## src/rtl/lvds_rx_deser.sv

```systemverilog
// lvds_rx_deser: 1:S serial-to-parallel receiver for D data lanes plus one
// forwarded-clock lane. All lanes share one word-boundary counter, so a slip
// moves every lane by one bit. The clock-lane word can optionally be used to
// search for alignment automatically by slipping until it matches a pattern.
module lvds_rx_deser #(
  parameter int S         = 8,
  parameter int D         = 3,
  parameter int BS        = 0,
  parameter int SLIP_WAIT = 2
) (
  input  logic           gclk,
  input  logic           reset,
  input  logic           clkin,
  input  logic [D-1:0]   datain,
  input  logic [S-1:0]   pattern1,
  input  logic [S-1:0]   pattern2,
  input  logic           bitslip,
  output logic [D*S-1:0] data_out,
  output logic [S-1:0]   clk_word,
  output logic           rx_serdesstrobe,
  output logic           slip_pulse,
  output logic           aligned
);

  localparam int CW = $clog2(S);
  localparam int LW = $clog2(S + 1);
  localparam int WW = $clog2(SLIP_WAIT + 1);

  localparam logic [CW-1:0] CNT_LAST = CW'(S - 1);
  localparam logic [LW-1:0] LOCK_LEN = LW'(S);
  localparam logic [WW-1:0] WAIT_LEN = WW'(SLIP_WAIT);
  localparam bit            AUTO_EN  = (BS != 32'sd0);

  typedef enum logic [1:0] {
    ST_IDLE    = 2'd0,
    ST_CHECK   = 2'd1,
    ST_WAIT    = 2'd2,
    ST_ALIGNED = 2'd3
  } align_state_t;

  logic [S-1:0]  lane_sreg_r [D];
  logic [S-1:0]  clk_sreg_r;
  logic [S-1:0]  lane_word_s [D];
  logic [S-1:0]  clk_word_s;
  logic [CW-1:0] cnt_r;
  logic [LW-1:0] lock_r;
  logic [WW-1:0] wait_cnt_r;
  logic [WW-1:0] wait_cnt_s;
  align_state_t  state_r;
  align_state_t  state_s;
  logic          capture_s;
  logic          pattern_hit_s;
  logic          auto_req_s;
  logic          manual_req_s;
  logic          slip_acc_s;
  logic          aligned_s;

  // Word as it will look once the current sample is shifted in (MSB = earliest bit).
  always_comb begin
    for (int i = 0; i < D; i++) begin
      lane_word_s[i] = {lane_sreg_r[i][S-2:0], datain[i]};
    end
    clk_word_s = {clk_sreg_r[S-2:0], clkin};
  end

  // Capture at the last phase, except the repeated last phase produced by a slip held there.
  always_comb begin
    capture_s     = (cnt_r == CNT_LAST) && !slip_pulse;
    pattern_hit_s = (clk_word == pattern1) || (clk_word == pattern2);
    manual_req_s  = bitslip && (!AUTO_EN || aligned);
    slip_acc_s    = ((AUTO_EN && auto_req_s) || manual_req_s) && (lock_r == '0);
  end

  // Alignment search: next state, wait counter and automatic slip request.
  always_comb begin
    state_s    = state_r;
    wait_cnt_s = wait_cnt_r;
    auto_req_s = 1'b0;
    case (state_r)
      ST_IDLE: begin
        if (rx_serdesstrobe) begin
          state_s = ST_CHECK;
        end else begin
          state_s = ST_IDLE;
        end
      end
      ST_CHECK: begin
        if (rx_serdesstrobe) begin
          if (pattern_hit_s) begin
            state_s = ST_ALIGNED;
          end else begin
            auto_req_s = 1'b1;
            wait_cnt_s = WAIT_LEN;
            state_s    = ST_WAIT;
          end
        end else begin
          state_s = ST_CHECK;
        end
      end
      ST_WAIT: begin
        if (rx_serdesstrobe) begin
          if (wait_cnt_r <= WW'(1)) begin
            wait_cnt_s = '0;
            state_s    = ST_CHECK;
          end else begin
            wait_cnt_s = wait_cnt_r - WW'(1);
            state_s    = ST_WAIT;
          end
        end else begin
          state_s = ST_WAIT;
        end
      end
      ST_ALIGNED: begin
        state_s = ST_ALIGNED;
      end
      default: begin
        state_s    = ST_IDLE;
        wait_cnt_s = '0;
      end
    endcase
  end

  // Alignment flag: from the search FSM, or simply the first word when search is off.
  always_comb begin
    aligned_s = aligned;
    if (AUTO_EN) begin
      aligned_s = (state_s == ST_ALIGNED);
    end else if (capture_s) begin
      aligned_s = 1'b1;
    end else begin
      aligned_s = aligned;
    end
  end

  // Per-lane shift registers, shifted every cycle.
  always_ff @(posedge gclk) begin
    if (reset) begin
      for (int i = 0; i < D; i++) begin
        lane_sreg_r[i] <= '0;
      end
      clk_sreg_r <= '0;
    end else begin
      for (int i = 0; i < D; i++) begin
        lane_sreg_r[i] <= lane_word_s[i];
      end
      clk_sreg_r <= clk_word_s;
    end
  end

  // Shared word-phase counter; an accepted slip holds it for one cycle.
  always_ff @(posedge gclk) begin
    if (reset) begin
      cnt_r <= '0;
    end else if (slip_acc_s) begin
      cnt_r <= cnt_r;
    end else if (cnt_r == CNT_LAST) begin
      cnt_r <= '0;
    end else begin
      cnt_r <= cnt_r + CW'(1);
    end
  end

  // Slip lockout: no new slip within S cycles of an accepted one; slip_pulse flags each slip.
  always_ff @(posedge gclk) begin
    if (reset) begin
      lock_r     <= '0;
      slip_pulse <= 1'b0;
    end else begin
      slip_pulse <= slip_acc_s;
      if (slip_acc_s) begin
        lock_r <= LOCK_LEN;
      end else if (lock_r != '0) begin
        lock_r <= lock_r - LW'(1);
      end else begin
        lock_r <= lock_r;
      end
    end
  end

  // Parallel word outputs and the word strobe.
  always_ff @(posedge gclk) begin
    if (reset) begin
      data_out        <= '0;
      clk_word        <= '0;
      rx_serdesstrobe <= 1'b0;
    end else begin
      rx_serdesstrobe <= capture_s;
      if (capture_s) begin
        for (int i = 0; i < D; i++) begin
          data_out[i*S +: S] <= lane_word_s[i];
        end
        clk_word <= clk_word_s;
      end else begin
        data_out <= data_out;
        clk_word <= clk_word;
      end
    end
  end

  // Alignment FSM state, wait counter and aligned flag.
  always_ff @(posedge gclk) begin
    if (reset) begin
      state_r    <= ST_IDLE;
      wait_cnt_r <= '0;
      aligned    <= 1'b0;
    end else begin
      state_r    <= state_s;
      wait_cnt_r <= wait_cnt_s;
      aligned    <= aligned_s;
    end
  end

endmodule

```

## config.mk

```make
export PLATFORM = sky130hd
export DESIGN_NAME = lvds_rx_deser
export DESIGN_NICKNAME = d
export VERILOG_FILES = /design/src/rtl/lvds_rx_deser.sv
export SDC_FILE = /design/constraint.sdc
export NUM_CORES = 1
export LEC_CHECK = 0
export ABC_AREA = 0
export ABC_CLOCK_PERIOD_IN_PS = 1700
export CAP_MARGIN = 10
export CORE_MARGIN = 5
export CORE_UTILIZATION = 35
export DETAILED_ROUTE_END_ITERATION = 16
export HOLD_SLACK_MARGIN = 0.1
export PLACE_DENSITY_LB_ADDON = 0.3
export SYNTH_ARGS = -nofsm -noshare
export SYNTH_HDL_FRONTEND = slang
export SYNTH_SLANG_ARGS = --single-unit
export TNS_END_PERCENT = 100
```

## constraint.sdc

```tcl
create_clock -name gclk -period 1.7 [get_ports gclk]
set_input_delay 0.17 -clock gclk [delete_from_list [all_inputs] [get_ports gclk]]
set_output_delay 0.17 -clock gclk [all_outputs]
set_load 0.02 [all_outputs]
```

==> results.txt <==
- Result of the run: finished clean
* Top cell type's share of synthesized area: 0.610
* Cell class contributing the biggest share of worst-path delay: buffers and inverters
- Final setup violating endpoints: 0
- Walking the worst path, the cells encountered are clkdlybuf4s50_1.
- The share of the Yosys chip area taken by registers is 0.610.
* Via count: 1,638
- Die Y-Extent: 91.0 µm
- Counting every sink on the clock net gives 70.
- Placed wire-length estimate: 2.72 mm
- Clock latency on the worst-skew pair: 0.33 ns
- The cell area that synthesis handed to floorplanning was 2300 µm².
- Worst-case hold slack: 0.276 ns
- In the final routed layout, each cell accounts on average for 11.3 µm.
* Largest net degree at the start of global routing: 27
- Dividing the final minimum period by the clock period gives 0.904.
- The worst setup path is launched from a flop.
* Remaining DRCs: 0
* FF-to-FF Start: lock_r[0]
* Clock edge transition at the registers on the reported setup and hold paths: 0.07 ns
* Iter 0 DRT Violations: 32
- Compared with the post-synthesis result, the final layout area differs by 33.9%.
- In this run the number of cells on the critical path is 1.
- After detailed routing, the number of vias per cell comes to 4.40.
* Non-filler instance count after layout: 372
* Crit path max fanout: 3
* Number of cells on the worst reg-to-reg path: 5
- The number of different library cells used by synthesis comes to 22.
- Worst hold-check path type: input port to flop
- Setup crit end: slip_pulse
- Flop2flop setup slack: 0.22 ns
- The number of nets handed over by synthesis was 272.
- Count of H-tree levels built during CTS: 3
- DP Worst Slack: -0.0391 ns
- Summed over all layers, the global routing overflow is 0.
- Count of buffers inserted at the top-level ports: 41
- Setup repair after global routing left no endpoint under its margin.
- Kind of critical path: flop to primary output
* Launching element of the worst setup path: slip_pulse
* Number of synthesis warnings: 0
- I/O pins: 58
- Largest clock skew in the final design: 0.00535 ns
- Die span in x: 91.0 µm
- Synthesis produced a netlist whose cell count is 245.
- Layout Nets: 317
- For this configuration, the core starts out at a cell density of 0.360.
* Root buffer selected by CTS: clkbuf_8
- Final count of pins violating max slew: 0
* Worst setup slack after layout: 0.163 ns
* Slew headroom: 0.664
* Standard-cell row count: 29
- Of the cells placed in the final design, the portion with a size suffix greater than 1 is 0.0983.
* Total wire length: 4.19 mm
* Data arrival time of the critical path: 1.37 ns
* Library cell with the largest summed area after synthesis: dfxtp_1
- In this run the power density over the cells is 1230 nW/µm².
* Total placed cells including tap cells: 353
- Static timing analysis puts the maximum clock frequency at 651 MHz.
- The congestion estimate from routability-driven global placement came to 0.731.
- Across every metal layer, demand over resource in global routing totals 0.110.
- Fillers: 612
- The number of clock buffers added by TritonCTS is 9.
- Setup tns final: 0 ns
* Slowest cell on the critical path: clkdlybuf4s50_1
- Std-Cell Core Area: 6390 µm²
- Worst flop-to-flop path endpoint: cnt_r[1]
- Counting I/O delays and the setup requirement, the final critical path takes 1.54 ns.
- For this design the static power due to leakage is 1.11 nW.
- Actual transition at the worst max-transition pin: 0.503 ns
- The initial antenna violation count is 0.
- Data required time of the critical path: 1.53 ns
* Hold-fix buffer count after cts: 0
* TritonCTS clock tree: built
* Endpoint class of the critical path: primary output
- In this run the remaining antenna-violating nets after routing total 0.
* Antenna fix cells: 0
- The first global-routing pass estimated 7.29 mm of wire.
- The number of hold violations in the final report is 0.
- Largest cells by area after synthesis: dfxtp_1 (61%), nand2_1 (11%), nor2b_1 (8.2%)
- VDD IR-drop max: 0.000849 V
- Crit path buffers/inverters: 1
- Area of the die: 8290 µm²
- In this design, the stage delay of the slowest critical-path cell is 0.65 ns.
- For this run, the detailed router's first-pass iteration total came to 4.
- Max-cap check violation count: 0
* Register bit count reported by yosys: 70
- Vias in the first global route: 1,584
- In this run the mean area of a mapped cell was 9.38 µm².
- The clock passes through at most 2 buffers.
==> logic make-up (layout without fill, tap and decap cells) <==
| family | after synthesis | count (layout) | share of synthesized area |
|---|---|---|---|
| AO/OA/AOI/OAI | 38 | 38 | 0.0855 |
| XOR/XNOR | 1 | 1 | 0.00381 |
| adder cells (fa/ha/maj) | 4 | 4 | 0.0218 |
| buffers and inverters | 19 | 69 | 0.0354 |
| flip-flops | 70 | 70 | 0.610 |
| multiplexers | 2 | 2 | 0.00871 |
| AND/OR/NAND/NOR | 111 | 111 | 0.235 |
==> per-stage QoR <==
stage | total power, mW | util | area [µm²]
2_1_floorplan | 2.17 | - | 2300
3_3_place_gp | 2.27 | 0.441 | 2820
3_5_place_dp | 2.29 | 0.441 | 2820
4_1_cts | 3.83 | 0.478 | 3050
5_1_grt | 3.98 | 0.482 | 3080
6_report | 3.77 | 0.482 | 3080
==> power by group <==
group          switching (mW)  internal [mW]
combinational           0.194          0.245
sequential             0.0840           1.73
clock                   0.574          0.945
==> cell usage after synthesis <==
master / number
inv_1: 3
or2_2: 2
nand2_1: 65
nand2b_1: 1
mux2i_1: 2
nor4bb_4: 1
a211oi_1: 1
nand3b_1: 2
o21bai_1: 1
clkbuf_1: 8
nor2_1: 5
a31oi_1: 1
xnor2_1: 1
a21oi_1: 35
ha_1: 4
nor3_1: 2
dfxtp_1: 70
or2b_1: 1
buf_2: 8
nor3b_1: 1
or3_1: 1
nor2b_1: 30
==> routing by layer <==
layer,vias up,GRT usage,part of all wire
li1,872,-,-
met1,728,0.126,0.49
met2,30,0.179,0.45
met3,8,0.0471,0.055
met4,0,0.0477,0.010
met5,-,0,0
==> cell type report <==
cell class                 count  area (µm²)  area share
clock inverter                 3        65.1      0.0211
timing repair buffer          50         510       0.166
inverter                       3        11.3     0.00366
tap                           77        96.3      0.0313
clock buffer                  13         169      0.0549
multi-input combinational    156         823       0.268
sequential                    70        1400       0.455
==> cell usage in the layout (no fill, tap or decap) <==
cell	count
nor2b_1	29
nor2b_4	1
or2b_1	1
or3_1	1
nor3b_1	1
a21oi_1	35
clkbuf_1	1
bufinv_16	2
buf_2	1
inv_1	3
xnor2_1	1
ha_1	4
clkdlybuf4s50_1	40
dfxtp_1	70
o21bai_1	1
clkbuf_8	12
nand3b_1	2
clkinv_2	1
or2_2	2
nor4bb_4	1
mux2i_1	2
buf_4	6
buf_12	3
nand2_1	65
nand2b_1	1
nor2_1	5
nor3_1	2
a31oi_1	1
a211oi_1	1
==> registers in the layout (all words and copies together), names as in the netlist <==
signal / count
slip_pulse: 1
rx_serdesstrobe: 1
clk_sreg_r: 7
lane_sreg_r: 21
cnt_r: 3
aligned: 1
clk_word: 8
data_out: 24
lock_r: 4
==> how the worst min path moves through the flow <==
| stage | cells past startpoint | end | from | slack [ns] |
|---|---|---|---|---|
| final | 2 | cnt_r[2] | reset | 0.28 |
| after global routing | 2 | cnt_r[1] | reset | 0.28 |
| after CTS | 2 | cnt_r[2] | reset | 0.26 |
| after detailed placement | 2 | data_out[23] | lane_sreg_r[0][22] | 0.43 |
| after global placement | 2 | data_out[23] | lane_sreg_r[0][22] | 0.42 |
| after floorplan | 1 | clk_sreg_r[0] | clkin | 0.30 |
==> repair_timing <==
| item | CTS | global route |
|---|---|---|
| buffers inserted | 0 | 3 |
| resized for setup | 1 | 0 |
| hold endpoints to repair | 0 | 0 |
| gates cloned | 0 | 0 |
| setup endpoints to repair | 20 | 8 |
Note: power is estimated with default switching activity, not from simulation.
